===== src/rtl/pipelined_cla_addsub.sv =====
// -----------------------------------------------------------------------------
// pipelined_cla_addsub
//
// Three-stage pipelined adder/subtractor built on a two-level carry-lookahead
// structure. Level 1 forms bit generate/propagate and 4-bit group G/P. Level 2
// resolves the group carries from G/P.
//   S1: holds A, B^{as}, as.  Combinationally forms g/p and group G/P.
//   S2: holds g, p, G, P, c0. Combinationally forms group carries C[GROUPS:1].
//   S3: holds g, p and the group carries. Combinationally forms sum/cout/ovf.
// A valid/ready handshake runs alongside. Each stage loads whenever it is empty
// or its successor is moving, so empty stages never stall upstream traffic.
//
// Optional feature macro: CLA_SATURATE_EN
//   When it is defined, a signed overflow saturates sum to the limit selected
//   by A's sign bit. cout and ovf still describe the unsaturated result.
//   When it is undefined, sum wraps modulo 2^WIDTH.
//
// Parameters
//   WIDTH      operand/result width, a multiple of 4 in the range 8..64
// Ports
//   clk        rising-edge clock
//   rst        asynchronous active-high reset; clears all valid and data flops
//   in_valid   operands presented on in_a/in_b/as
//   in_ready   stage 1 can accept this cycle
//   in_a       operand A
//   in_b       operand B
//   as         0: A+B, 1: A-B (B inverted, carry-in 1)
//   out_valid  result valid
//   out_ready  consumer accepts the result
//   sum        result
//   cout       carry out of the MSB; on subtract, 1 means no borrow
//   ovf        signed overflow (carry into MSB XOR carry out of MSB)
// -----------------------------------------------------------------------------
module pipelined_cla_addsub #(
  parameter int WIDTH = 16
) (
  input  logic             clk,
  input  logic             rst,
  input  logic             in_valid,
  output logic             in_ready,
  input  logic [WIDTH-1:0] in_a,
  input  logic [WIDTH-1:0] in_b,
  input  logic             as,
  output logic             out_valid,
  input  logic             out_ready,
  output logic [WIDTH-1:0] sum,
  output logic             cout,
  output logic             ovf
);

  localparam int GROUPS = WIDTH / 4;
  // Bit 3 of every group's generate is fully absorbed into the group G in S1.
  // Only bits 0..2 of each group are still needed for the in-group carries.
  localparam int GLO = 3 * GROUPS;

  // ---------------- stage registers ----------------
  logic               v1_q, v1_d;
  logic [WIDTH-1:0]   a1_q, a1_d;
  logic [WIDTH-1:0]   bx1_q, bx1_d;
  logic               c0_1_q, c0_1_d;

  logic               v2_q, v2_d;
  logic [GLO-1:0]     g2_q, g2_d;
  logic [WIDTH-1:0]   p2_q, p2_d;
  logic [GROUPS-1:0]  gg2_q, gg2_d;
  logic [GROUPS-1:0]  gp2_q, gp2_d;
  logic               c0_2_q, c0_2_d;

  logic               v3_q, v3_d;
  logic [GLO-1:0]     g3_q, g3_d;
  logic [WIDTH-1:0]   p3_q, p3_d;
  logic [GROUPS:0]    c3_q, c3_d;

`ifdef CLA_SATURATE_EN
  logic               sign2_q, sign2_d;
  logic               sign3_q, sign3_d;
`endif

  // ---------------- combinational nets ----------------
  logic               en1_s, en2_s, en3_s;
  logic [WIDTH-1:0]   g1_s, p1_s;
  logic [GLO-1:0]     glo1_s;
  logic [GROUPS-1:0]  gg1_s, gp1_s;
  logic [GROUPS:0]    c2_s;
  logic [WIDTH-1:0]   cint_s;
  logic [WIDTH-1:0]   sum_raw_s, sum_s;
  logic               cout_s, ovf_s;

  // Load enables: a stage may load when it is empty or its successor moves.
  always_comb begin
    en3_s = ~v3_q | out_ready;
    en2_s = ~v2_q | en3_s;
    en1_s = ~v1_q | en2_s;
  end

  assign in_ready  = en1_s;
  assign out_valid = v3_q;

  // Stage 1 next state: capture operands with B already conditionally inverted.
  always_comb begin
    v1_d   = v1_q;
    a1_d   = a1_q;
    bx1_d  = bx1_q;
    c0_1_d = c0_1_q;
    if (en1_s) begin
      v1_d = in_valid;
      if (in_valid) begin
        a1_d   = in_a;
        bx1_d  = in_b ^ {WIDTH{as}};
        c0_1_d = as;
      end else begin
        a1_d   = a1_q;
      end
    end else begin
      v1_d = v1_q;
    end
  end

  assign g1_s = a1_q & bx1_q;
  assign p1_s = a1_q ^ bx1_q;

  // Level 1 lookahead: 4-bit group generate/propagate from S1 bit g/p.
  always_comb begin
    gg1_s  = '0;
    gp1_s  = '0;
    glo1_s = '0;
    for (int i = 0; i < GROUPS; i++) begin
      gg1_s[i] = g1_s[4*i+3]
               | (p1_s[4*i+3] & g1_s[4*i+2])
               | (p1_s[4*i+3] & p1_s[4*i+2] & g1_s[4*i+1])
               | (p1_s[4*i+3] & p1_s[4*i+2] & p1_s[4*i+1] & g1_s[4*i]);
      gp1_s[i] = &p1_s[4*i +: 4];
      glo1_s[3*i +: 3] = g1_s[4*i +: 3];
    end
  end

  // Stage 2 next state: capture g/p, group G/P and the group-0 carry-in.
  always_comb begin
    v2_d   = v2_q;
    g2_d   = g2_q;
    p2_d   = p2_q;
    gg2_d  = gg2_q;
    gp2_d  = gp2_q;
    c0_2_d = c0_2_q;
`ifdef CLA_SATURATE_EN
    sign2_d = sign2_q;
`endif
    if (en2_s) begin
      v2_d = v1_q;
      if (v1_q) begin
        g2_d   = glo1_s;
        p2_d   = p1_s;
        gg2_d  = gg1_s;
        gp2_d  = gp1_s;
        c0_2_d = c0_1_q;
`ifdef CLA_SATURATE_EN
        sign2_d = a1_q[WIDTH-1];
`endif
      end else begin
        g2_d = g2_q;
      end
    end else begin
      v2_d = v2_q;
    end
  end

  // Level 2 lookahead: group carries from group G/P and c0.
  always_comb begin : s2_carry
    logic acc;
    acc     = c0_2_q;
    c2_s    = '0;
    c2_s[0] = c0_2_q;
    for (int i = 0; i < GROUPS; i++) begin
      acc       = gg2_q[i] | (gp2_q[i] & acc);
      c2_s[i+1] = acc;
    end
  end

  // Stage 3 next state: capture g/p with the resolved group carries.
  always_comb begin
    v3_d = v3_q;
    g3_d = g3_q;
    p3_d = p3_q;
    c3_d = c3_q;
`ifdef CLA_SATURATE_EN
    sign3_d = sign3_q;
`endif
    if (en3_s) begin
      v3_d = v2_q;
      if (v2_q) begin
        g3_d = g2_q;
        p3_d = p2_q;
        c3_d = c2_s;
`ifdef CLA_SATURATE_EN
        sign3_d = sign2_q;
`endif
      end else begin
        g3_d = g3_q;
      end
    end else begin
      v3_d = v3_q;
    end
  end

  // In-group lookahead carries into every bit, seeded by each group carry-in.
  always_comb begin
    cint_s = '0;
    for (int i = 0; i < GROUPS; i++) begin
      cint_s[4*i]   = c3_q[i];
      cint_s[4*i+1] = g3_q[3*i] | (p3_q[4*i] & c3_q[i]);
      cint_s[4*i+2] = g3_q[3*i+1]
                    | (p3_q[4*i+1] & g3_q[3*i])
                    | (p3_q[4*i+1] & p3_q[4*i] & c3_q[i]);
      cint_s[4*i+3] = g3_q[3*i+2]
                    | (p3_q[4*i+2] & g3_q[3*i+1])
                    | (p3_q[4*i+2] & p3_q[4*i+1] & g3_q[3*i])
                    | (p3_q[4*i+2] & p3_q[4*i+1] & p3_q[4*i] & c3_q[i]);
    end
  end

  // Result: sum = p ^ carry-in per bit. ovf compares the carries around the MSB.
  always_comb begin
    sum_raw_s = p3_q ^ cint_s;
    cout_s    = c3_q[GROUPS];
    ovf_s     = cint_s[WIDTH-1] ^ c3_q[GROUPS];
`ifdef CLA_SATURATE_EN
    if (ovf_s) begin
      if (sign3_q) begin
        sum_s = {1'b1, {(WIDTH-1){1'b0}}};
      end else begin
        sum_s = {1'b0, {(WIDTH-1){1'b1}}};
      end
    end else begin
      sum_s = sum_raw_s;
    end
`else
    sum_s = sum_raw_s;
`endif
  end

  assign sum  = sum_s;
  assign cout = cout_s;
  assign ovf  = ovf_s;

  // Pipeline state registers. Reset discards every in-flight operation.
  always_ff @(posedge clk or posedge rst) begin
    if (rst) begin
      v1_q    <= 1'b0;
      a1_q    <= '0;
      bx1_q   <= '0;
      c0_1_q  <= 1'b0;
      v2_q    <= 1'b0;
      g2_q    <= '0;
      p2_q    <= '0;
      gg2_q   <= '0;
      gp2_q   <= '0;
      c0_2_q  <= 1'b0;
      v3_q    <= 1'b0;
      g3_q    <= '0;
      p3_q    <= '0;
      c3_q    <= '0;
`ifdef CLA_SATURATE_EN
      sign2_q <= 1'b0;
      sign3_q <= 1'b0;
`endif
    end else begin
      v1_q    <= v1_d;
      a1_q    <= a1_d;
      bx1_q   <= bx1_d;
      c0_1_q  <= c0_1_d;
      v2_q    <= v2_d;
      g2_q    <= g2_d;
      p2_q    <= p2_d;
      gg2_q   <= gg2_d;
      gp2_q   <= gp2_d;
      c0_2_q  <= c0_2_d;
      v3_q    <= v3_d;
      g3_q    <= g3_d;
      p3_q    <= p3_d;
      c3_q    <= c3_d;
`ifdef CLA_SATURATE_EN
      sign2_q <= sign2_d;
      sign3_q <= sign3_d;
`endif
    end
  end

endmodule

===== config.mk =====
export PLATFORM = sky130hd
export DESIGN_NAME = pipelined_cla_addsub
export DESIGN_NICKNAME = d
export VERILOG_FILES = /design/src/rtl/pipelined_cla_addsub.sv
export SDC_FILE = /design/constraint.sdc
export NUM_CORES = 1
export LEC_CHECK = 0
export CORE_UTILIZATION = 56
export CTS_BUF_LIST = sky130_fd_sc_hd__clkbuf_16
export DETAILED_ROUTE_END_ITERATION = 8
export GPL_ROUTABILITY_DRIVEN = 0
export PLACE_DENSITY = 0.89
export SLEW_MARGIN = 10
export SYNTH_ARGS = -nofsm -noshare
export SYNTH_HDL_FRONTEND = slang
export SYNTH_SLANG_ARGS = --single-unit

===== constraint.sdc =====
create_clock -name clk -period 3.8 [get_ports clk]
set_clock_uncertainty 0.05 [all_clocks]
set_input_delay 0.38 -clock clk [delete_from_list [all_inputs] [get_ports clk]]
set_output_delay 0.38 -clock clk [all_outputs]
set_load 0.1 [all_outputs]

[Word-level counts from Yosys, hierarchy flattened]
Index checks and enable logic that the tools add are counted.
Storage, ports and cells
  logic and storage cells: 132
  output and inout bits: 20
  input bits: 37
  flip-flop bits (word level): 106
Operators by class
  bitwise operators: 111
  reduce and logical (&&, ||, !) cells: 7
Operators with widths (count)
  $and A1 B1 Y1: 60
  $xor A16 B16 Y16: 3
  $or A1 B1 Y1: 43
  $and A16 B16 Y16: 1
  $reduce_and A4 Y1: 4
  $reduce_and A2 Y1: 3
  $not A1 Y1: 3
  $xor A1 B1 Y1: 1

[Longest topological paths before layout]
Gate-level depths: netlist (run 1).
  depth in word-level cells: 8
  depth in mapped cells: 4
  mapped depth without buffers: 4

[Worst setup path before layout (run 1)]
Ideal clock, no wire load.
  path type: reg-to-reg
  start: register v3_q (netlist: out_valid)
  end: register a1_q[0]
  slack: 0.859 ns
  data arrival time: 2.767 ns
  clock period less this slack: 2.941 ns
  cell stages (with the launch flop): 5
  required time: 3.625 ns
  library setup time: 0.125 ns
  path buffers: 1
  cells stage by stage: dfrtp_1 > nand4b_2 > nand2_2 > buf_6 > mux2_2
On the way
  word-level cells in the longest chain between the ends: 5
Ends and longest elaborated chain
  start: declaration: RTL line 69  | logic v3_q, v3_d;
  start signal: assignment: RTL line 277  | v3_q <= v3_d;
  $not A1 Y1: RTL line 91  | en3_s = ~v3_q | out_ready;
  $or A1 B1 Y1: RTL line 91
  $or A1 B1 Y1: RTL line 92  | en2_s = ~v2_q | en3_s;
  $or A1 B1 Y1: RTL line 93  | en1_s = ~v1_q | en2_s;
  named net in_ready: RTL line 40  | output logic in_ready,
  $reduce_and A2 Y1 (no line)
  end signal: assignment: RTL line 249  | a1_q <= '0;
  end signal: assignment: RTL line 268  | a1_q <= a1_d;
  end: declaration: RTL line 58  | logic [WIDTH-1:0] a1_q, a1_d;
The timed path passes the listed nets, and every way through them passes these cells.
A chain may end at the register's enable or synchronous reset.

[Final worst setup path (run 1)]
  start: register c3_q[0]
  end: output sum[2]
On the way
  word-level cells in the longest chain between the ends: 3
Ends and longest elaborated chain
  start: declaration: RTL line 72  | logic [GROUPS:0] c3_q, c3_d;
  start signal: assignment: RTL line 261  | c3_q <= '0;
  start signal: assignment: RTL line 280  | c3_q <= c3_d;
  $and A1 B1 Y1: RTL line 213  | | (p3_q[4*i+1] & p3_q[4*i] & c3_q[i]);
  $or A1 B1 Y1: RTL line 213
  $xor A16 B16 Y16: RTL line 223  | sum_raw_s = p3_q ^ cint_s;
  end: declaration: RTL line 46  | output logic [WIDTH-1:0] sum,
No other way between the ends.

==> results of run 1 <==
==> layout make-up <==
type	instances	area share (%)
repair buffers	58	9.847
well taps	105	2.329
flip-flops and latches	106	47.02
clock inverters	6	0.4879
clock buffers	9	3.992
inverters	6	0.4436
multi-input cells	214	35.88
==> state kept, by name, indices dropped and copies added (netlist names) <==
register,flops
a1_q,16
bx1_q,16
p2_q,16
p3_q,16
g2_q,12
g3_q,12
c3_q,5
gg2_q,4
gp2_q,4
c0_1_q,1
c0_2_q,1
out_valid,1
v1_q,1
v2_q,1
==> synth_stat cells <==
master,instances
a21oi_1,5
mux2i_1,4
mux2_1,2
xnor2_1,6
o21bai_1,8
xor2_1,22
dfrtp_1,106
nand2_2,1
mux2_2,94
buf_2,2
nand4b_2,1
buf_6,8
nand2_4,1
nor2_1,13
o21ai_0,11
nor2_4,1
nand4_1,4
o31ai_1,1
nand3b_1,1
and2b_1,1
nand2b_1,3
a211oi_1,9
a211o_1,1
ha_1,20
o2111a_1,1
or2_2,1
inv_1,6
o21a_1,1
nand2_1,2
==> worst min path at each step <==
stage,end,cells past startpoint,start,slack [ps]
floorplan,g3_q[4],1,g2_q[4],410
detailed placement,p2_q[4],1,p2_q[4],440
CTS,c0_2_q,1,c0_1_q,460
finish,c0_2_q,1,c0_1_q,450
global route,g3_q[5],1,g3_q[5],470
global placement,g2_q[11],1,g2_q[11],430
==> cells by family after synthesis <==
| kind of cell | Yosys count |
|---|---|
| compound gates | 37 |
| xor+xnor | 28 |
| fa+ha+maj | 20 |
| buf+inv | 16 |
| flops | 106 |
| mux | 100 |
| simple gates | 29 |
==> per-layer routing <==
layer | global-route usage (%) | up-vias | share of wire (%)
met4 | 7.576 | 0 | 1.7
met2 | 32.25 | 53 | 47
met5 | 0 | - | 0
li1 | - | 1317 | -
met3 | 3.221 | 15 | 3.3
met1 | 31.03 | 1397 | 48
==> critical path: cells and delay by family (launching register included) <==
kind / cells / cell delay, ps
xor+xnor: 1 / 140
flops: 1 / 400
simple gates: 1 / 90
buf+inv: 1 / 1150
compound gates: 1 / 290
==> stage by stage <==
step,std cells,hold WS (ps),area [sq um]
floorplan,336,408.5,4800
global placement,489,433.5,5389
detailed placement,489,439.9,5389
CTS,504,458.4,5642
global route,504,473.8,5642
finish,504,452.2,5642
==> flow_summary_export.csv, run 1 <==
group,metric,value,unit
cts,clock_sinks,106,
outcome,outcome,"complete, no violations",
critical_path,reg2reg_to,"a1_q[7]",
yosys,syn_avg_cell_area,14.28,sq um
timing,tightest_slew,982.3,ps
die,num_rows,33,
die,io_pins,57,
yosys,synth-simple-area-share,3.441,%
detailed_routing,first_iter_violations,158,
timing,rsz0062_at_grt,"no",
yosys,yosys.area.top_type,"dfrtp_1",
timing,hold_viol,0,
timing,max_clock_freq,351.7,MHz
timing,period_minus_slack,2843,ps
timing,finalSetupTns,0,ps
detailed_routing,drc,0,
finish,utilization,68.32,%
yosys,synth_compound_gate_area_share,5.057,%
timing,timing.final.ws_setup,956.6,ps
yosys,synth_xor_area_share,5.109,%
global_routing,antenna_found_initial,0,
yosys,synth_top_family_by_area,"multiplexers",
die,initial_utilization,58.12,%
yosys,synth_seq_cells,106,
critical_path,cp.required,3370,ps
die,die_x,94.58,microns
detailed_routing,antenna_left,0,
timing,slew_headroom,34.31,%
global_routing,overflow,0,
yosys,seq_area_frac_synth,55.27,%
yosys,yosysUniqueCellTypes,29,
timing,post-route-period-util,74.83,%
critical_path,ff2ff_setup_slack,1940,ps
min_path,hp-class,"flip-flop to flip-flop",
finish,final_cell_mix,"dfrtp_1 (106), mux2_2 (94), clkdlybuf4s50_1 (48), xor2_1 (22), ha_1 (20)",
detailed_routing,detail_route.first_pass.iterations,4,
finish,nFillCells,594,
global_routing,grt_pass1_vias,2839,
critical_path,cp.arrival,2410,ps
placement,dp_slack,1316,ps
cts,cts_tree,"built",
finish,multiInputGateArea,2024,sq um
yosys,synthAdderAreaFrac,5.214,%
critical_path,endpoint,"sum[2]",
critical_path,max_stage_delay,1150,ps
global_routing,grt_max_degree,64,
critical_path,cpMaxStageDelayCell,"clkdlybuf4s50_1",
detailed_routing,wirelength,8.501,mm
cts,cts_hold_buf,0,
placement,dp_hpwl,5.960,mm
placement,io_buffers,56,
finish,mostFrequentLayoutCell,"dfrtp_1",
die,die_h,94.58,microns
critical_path,critPathLaunchType,"flip-flop",
finish,nNetsFinal,452,
cts,ctsResizeCount,0,
critical_path,end_kind,"primary output",
job,max-cap-violations,0,
global_routing,gr-usage-all-layers,21.18,%
finish,drive_above_1_share,30.33,%
critical_path,critPathLaunch,"c3_q[0]",
yosys,synthTopCellsByArea,"dfrtp_1 (55%), mux2_2 (22%), ha_1 (5.2%)",
critical_path,reg2reg_depth,3,
yosys,yosysWarnings,0,
timing,maxSlewViolCount,0,
finish,area_growth_syn_to_layout,17.54,%
cts,root_buffer,"clkbuf_16",
die,coreArea,8258,sq um
cts,cts.path.max_buffers,2,
timing,finalSetupViolations,0,
global_routing,grt_first_pass_wirelength,14.31,mm
yosys,synth_nets,393,
die,dieArea,8945,sq um
cts,cts_max_level,3,
yosys,synthMuxAreaShare,23.36,%
yosys,syn_inst,336,
critical_path,crit_chain,"a211oi_1, nor2_1, xor2_1, clkdlybuf4s50_1",
cts,post_cts_buffers,0,
critical_path,rr_startpoint,"v2_q",
detailed_routing,vias_per_cell,5.520,
cts,clkTransAtPathRegs,70,ps
yosys,synth_area,4800,sq um
detailed_routing,routedWlPerCell,16.87,microns
cts,numCtsBuffers,9,
critical_path,worstPathMaxFanout,3,
detailed_routing,vias,2782,
finish,n_antenna_cell,0,
yosys,synth_top_area_share,55.27,%
cts,insertion_delay,330,ps
finish,area.sequential,2653,sq um
critical_path,path_class,"flip-flop to primary output",
Power of run 1 is not shown: default switching activity piles up to over one toggle a cycle in this logic, so the estimate is an artifact.
==> run 2: changes to the inputs <==
CORE_UTILIZATION = 50   (was 56)
PLACE_DENSITY = 0.84   (was 0.89)
clock period = 2.61 ns   (was 3.8 ns; I/O delays follow)
==> flow_summary_export.csv, run 2 (synthesis gave the netlist of run 1 again) <==
group,metric,value,unit
outcome,outcome,"complete, no violations",
detailed_routing,first_iter_violations,128,
detailed_routing,drc,0,
die,die_x,99.98,microns
timing,period_minus_slack,2131,ps
timing,maxSlewViolCount,0,
finish,mostFrequentLayoutCell,"dfrtp_1",
critical_path,path_class,"flip-flop to primary output",
detailed_routing,detail_route.first_pass.iterations,4,
global_routing,grt_pass1_vias,2881,
cts,clkTransAtPathRegs,70,ps
timing,hold_viol,0,
cts,cts.path.max_buffers,2,
timing,max_clock_freq,469.3,MHz
timing,slew_headroom,66.02,%
critical_path,cp.arrival,1820,ps
cts,cts_tree,"built",
critical_path,worstPathMaxFanout,3,
timing,tightest_slew,509.7,ps
critical_path,end_kind,"primary output",
detailed_routing,routedWlPerCell,16.27,microns
global_routing,grt_max_degree,42,
timing,finalSetupTns,0,ps
detailed_routing,antenna_left,0,
detailed_routing,wirelength,8.673,mm
placement,placed_area,5487,sq um
critical_path,critPathLaunchType,"flip-flop",
cts,cts_max_level,3,
die,num_rows,35,
global_routing,use_met1,27.56,%
global_routing,overflow,0,
cts,insertion_delay,340,ps
timing,finalSetupViolations,0,
global_routing,grt_first_pass_wirelength,14.53,mm
finish,fin_area,5789,sq um
job,max-cap-violations,0,
cts,cts_hold_buf,0,
global_routing,gr-usage-all-layers,18.81,%
placement,dp_hpwl,6.393,mm
die,dieArea,9995,sq um
die,initial_utilization,51.70,%
timing,post-route-period-util,81.64,%
die,die_h,99.98,microns
timing,rsz0062_at_grt,"no",
placement,io_buffers,56,
finish,area_growth_syn_to_layout,20.62,%
detailed_routing,vias_per_cell,5.283,
die,coreArea,9284,sq um
finish,final_cell_mix,"dfrtp_1 (106), mux2_2 (94), clkdlybuf4s50_1 (36), xor2_1 (22), buf_4 (22)",
cts,root_buffer,"clkbuf_16",
global_routing,grt.busiest_layer,"met2",
global_routing,use_met3,3.134,%
min_path,hp-class,"input pin to async pin",
cts,post_cts_buffers,0,
critical_path,cp.required,2300,ps
finish,n_antenna_cell,0,
detailed_routing,vias,2816,
cts,ctsResizeCount,0,
cts,clock_sinks,106,
global_routing,antenna_found_initial,0,
finish,drive_above_1_share,35.40,%
global_routing,use_met2,28.91,%
cts,numCtsBuffers,9,
finish,nNetsFinal,456,
die,io_pins,57,
## run 2: cell count changes in the layout (fill, tap and decap cells not counted), sizes merged
cell and change:
buf +16, bufinv +1, clkdlybuf4s50 -12, clkinv +1
inv -1
## run 2: through the flow
stage | hold slack, ps | worst slack [ps] | cells | util (%)
after floorplan | 319.4 | 24.21 | 336 | -
after global placement | 423.6 | 647.3 | 517 | 59.10
after detailed placement | 431.6 | 624.8 | 517 | 59.10
after CTS | 128.0 | 462.1 | 533 | 62.36
after global routing | 129.1 | 419.8 | 533 | 62.36
final | 126.0 | 479.3 | 533 | 62.36
## run 2: layout make-up
| type | instances | area (sq um) |
|---|---|---|
| Tap cell | 129 | 161.4 |
| Multi-Input combinational cell | 214 | 2041 |
| Fill cell | 721 | 3495 |
| Sequential cell | 106 | 2653 |
| Clock inverter | 7 | 77.57 |
| Clock buffer | 9 | 225.2 |
| Timing Repair Buffer | 62 | 605.6 |
| Inverter | 6 | 26.28 |
## run 2: per-layer routing
| metal | up-vias | share of wire, % |
|---|---|---|
| met2 | 67 | 46 |
| met5 | - | 0 |
| li1 | 1328 | - |
| met1 | 1410 | 48 |
| met3 | 11 | 4.3 |
| met4 | 0 | 1.5 |
## run 2: final timing paths
kind	from	to	slack (ps)	cells past startpoint
setup / recovery	c3_q[3]	sum[15]	480	4
hold / removal	rst	p3_q[7]	130	2
setup reg to reg	v2_q	p2_q[2]	920	3
hold reg to reg	p2_q[4]	p2_q[4]	440	1
max in group asynchronous	rst	g2_q[5]	1710	3
min in group clk	p2_q[4]	p2_q[4]	440	1
## run 2: critical path: stages, from the launching register on
cell     delay (ps)
dfrtp_1         410
a211o_1         330
a21oi_1         300
xnor2_1         220
buf_12          210
Power of run 2 is left out for the same reason.
==> run 3: changes to the inputs <==
CORE_UTILIZATION = 56   (was 50)
PLACE_DENSITY = 0.89   (was 0.84)
clock period = 2.1 ns   (was 2.61 ns; I/O delays follow)
==> flow_summary_export.csv, run 3 (synthesis gave the netlist of run 1 again) <==
group,metric,value,unit
placement,io_buffers,56,
die,initial_utilization,58.12,%
global_routing,overflow,0,
cts,root_buffer,"clkbuf_16",
cts,cts_tree,"built",
timing,rsz0062_at_grt,"no",
timing,finalSetupTns,0,ps
min_path,hp-class,"input pin to async pin",
die,io_pins,57,
die,die_x,94.58,microns
finish,n_antenna_cell,0,
timing,max_clock_freq,507.4,MHz
detailed_routing,wirelength,8.921,mm
cts,cts.path.max_buffers,2,
critical_path,critPathLaunch,"c3_q[3]",
finish,multiInputGateArea,2136,sq um
detailed_routing,drc,0,
detailed_routing,vias,2849,
placement,dp_hpwl,6.368,mm
global_routing,grt_max_degree,70,
timing,finalSetupViolations,0,
critical_path,reg2reg_depth,3,
job,max-cap-violations,0,
critical_path,ff2ff_setup_slack,430,ps
critical_path,endpoint,"sum[15]",
finish,nFillCells,498,
die,coreArea,8258,sq um
critical_path,critPathLaunchType,"flip-flop",
timing,slew_headroom,67.01,%
finish,instances_no_fill,509,
timing,tightest_slew,493.7,ps
die,dieArea,8945,sq um
global_routing,grt_first_pass_wirelength,14.86,mm
cts,cts_max_level,3,
detailed_routing,routedWlPerCell,17.53,microns
finish,area.sequential,2654,sq um
finish,mostFrequentLayoutCell,"dfrtp_1",
critical_path,path_class,"flip-flop to primary output",
finish,area_growth_syn_to_layout,26.23,%
global_routing,grt_pass1_vias,2950,
timing,post-route-period-util,93.84,%
cts,clkTransAtPathRegs,60,ps
timing,hold_viol,0,
global_routing,gr-usage-all-layers,22.35,%
cts,post_cts_buffers,0,
cts,clock_sinks,106,
finish,drive_above_1_share,38.61,%
detailed_routing,first_iter_violations,133,
die,num_rows,33,
outcome,outcome,"complete, no violations",
placement,place_inst,494,
critical_path,cp.arrival,1710,ps
detailed_routing,antenna_left,0,
timing,period_minus_slack,1971,ps
die,die_h,94.58,microns
timing,maxSlewViolCount,0,
global_routing,antenna_found_initial,0,
cts,insertion_delay,340,ps
critical_path,worstPathMaxFanout,3,
detailed_routing,detail_route.first_pass.iterations,4,
critical_path,rr_startpoint,"v2_q",
critical_path,end_kind,"primary output",
critical_path,reg2reg_to,"g2_q[1]",
critical_path,cp.required,1840,ps
detailed_routing,vias_per_cell,5.597,
finish,nNetsFinal,457,
cts,numCtsBuffers,9,
finish,final_cell_mix,"dfrtp_1 (105), mux2_2 (94), clkdlybuf4s50_1 (36), buf_12 (21), ha_1 (20)",
==> run 3: how the worst min path moves through the flow <==
stage	startpoint	endpoint	slack (ps)
CTS	rst	bx1_q[2]	300
global route	rst	bx1_q[2]	340
finish	rst	bx1_q[2]	270
floorplan	in_valid	v1_q	270
global placement	p2_q[4]	p2_q[4]	430
detailed placement	g2_q[6]	g3_q[6]	440
==> run 3: metrics by stage <==
step | cell area (sq um) | hold slack [ps] | util [%] | setup slack, ps
final | 6058 | 265.8 | 73.36 | 129.3
after detailed placement | 5769 | 443.0 | 69.86 | 185.8
after floorplan | 4912 | 268.4 | - | -9.272
after global placement | 5769 | 430.7 | 69.86 | 219.8
after global routing | 6058 | 339.8 | 73.36 | 42.05
after CTS | 6055 | 298.4 | 73.32 | 3.674
==> run 3: worst max-delay path: stages (launching register included) <==
cell and delay (ps):
dfrtp_1 400, a211o_1 350, a21oi_2 260, xnor2_2 170, buf_12 200
==> run 3: cell type report <==
type,count,area share (%)
flip-flops and latches,106,43.80
multi-input cells,214,35.25
clock buffers,9,3.717
clock inverters,6,0.9913
inverters,6,0.4337
well taps,105,2.169
repair buffers,63,13.63
==> run 3: timing repair <==
action / 4_1_cts / 5_1_grt
resized for setup: 0 / 1
hold buffers: 0 / 0
setup endpoints to repair: 0 / 2
==> run 3: metal layers <==
metal	up-vias	GRT usage (%)	wire length, microns
met3	15	3.784	293
met5	-	0	0
met4	0	8.965	167
met1	1450	32.92	4253
li1	1320	-	-
met2	64	33.21	4206
Power of run 3 is left out for the same reason.
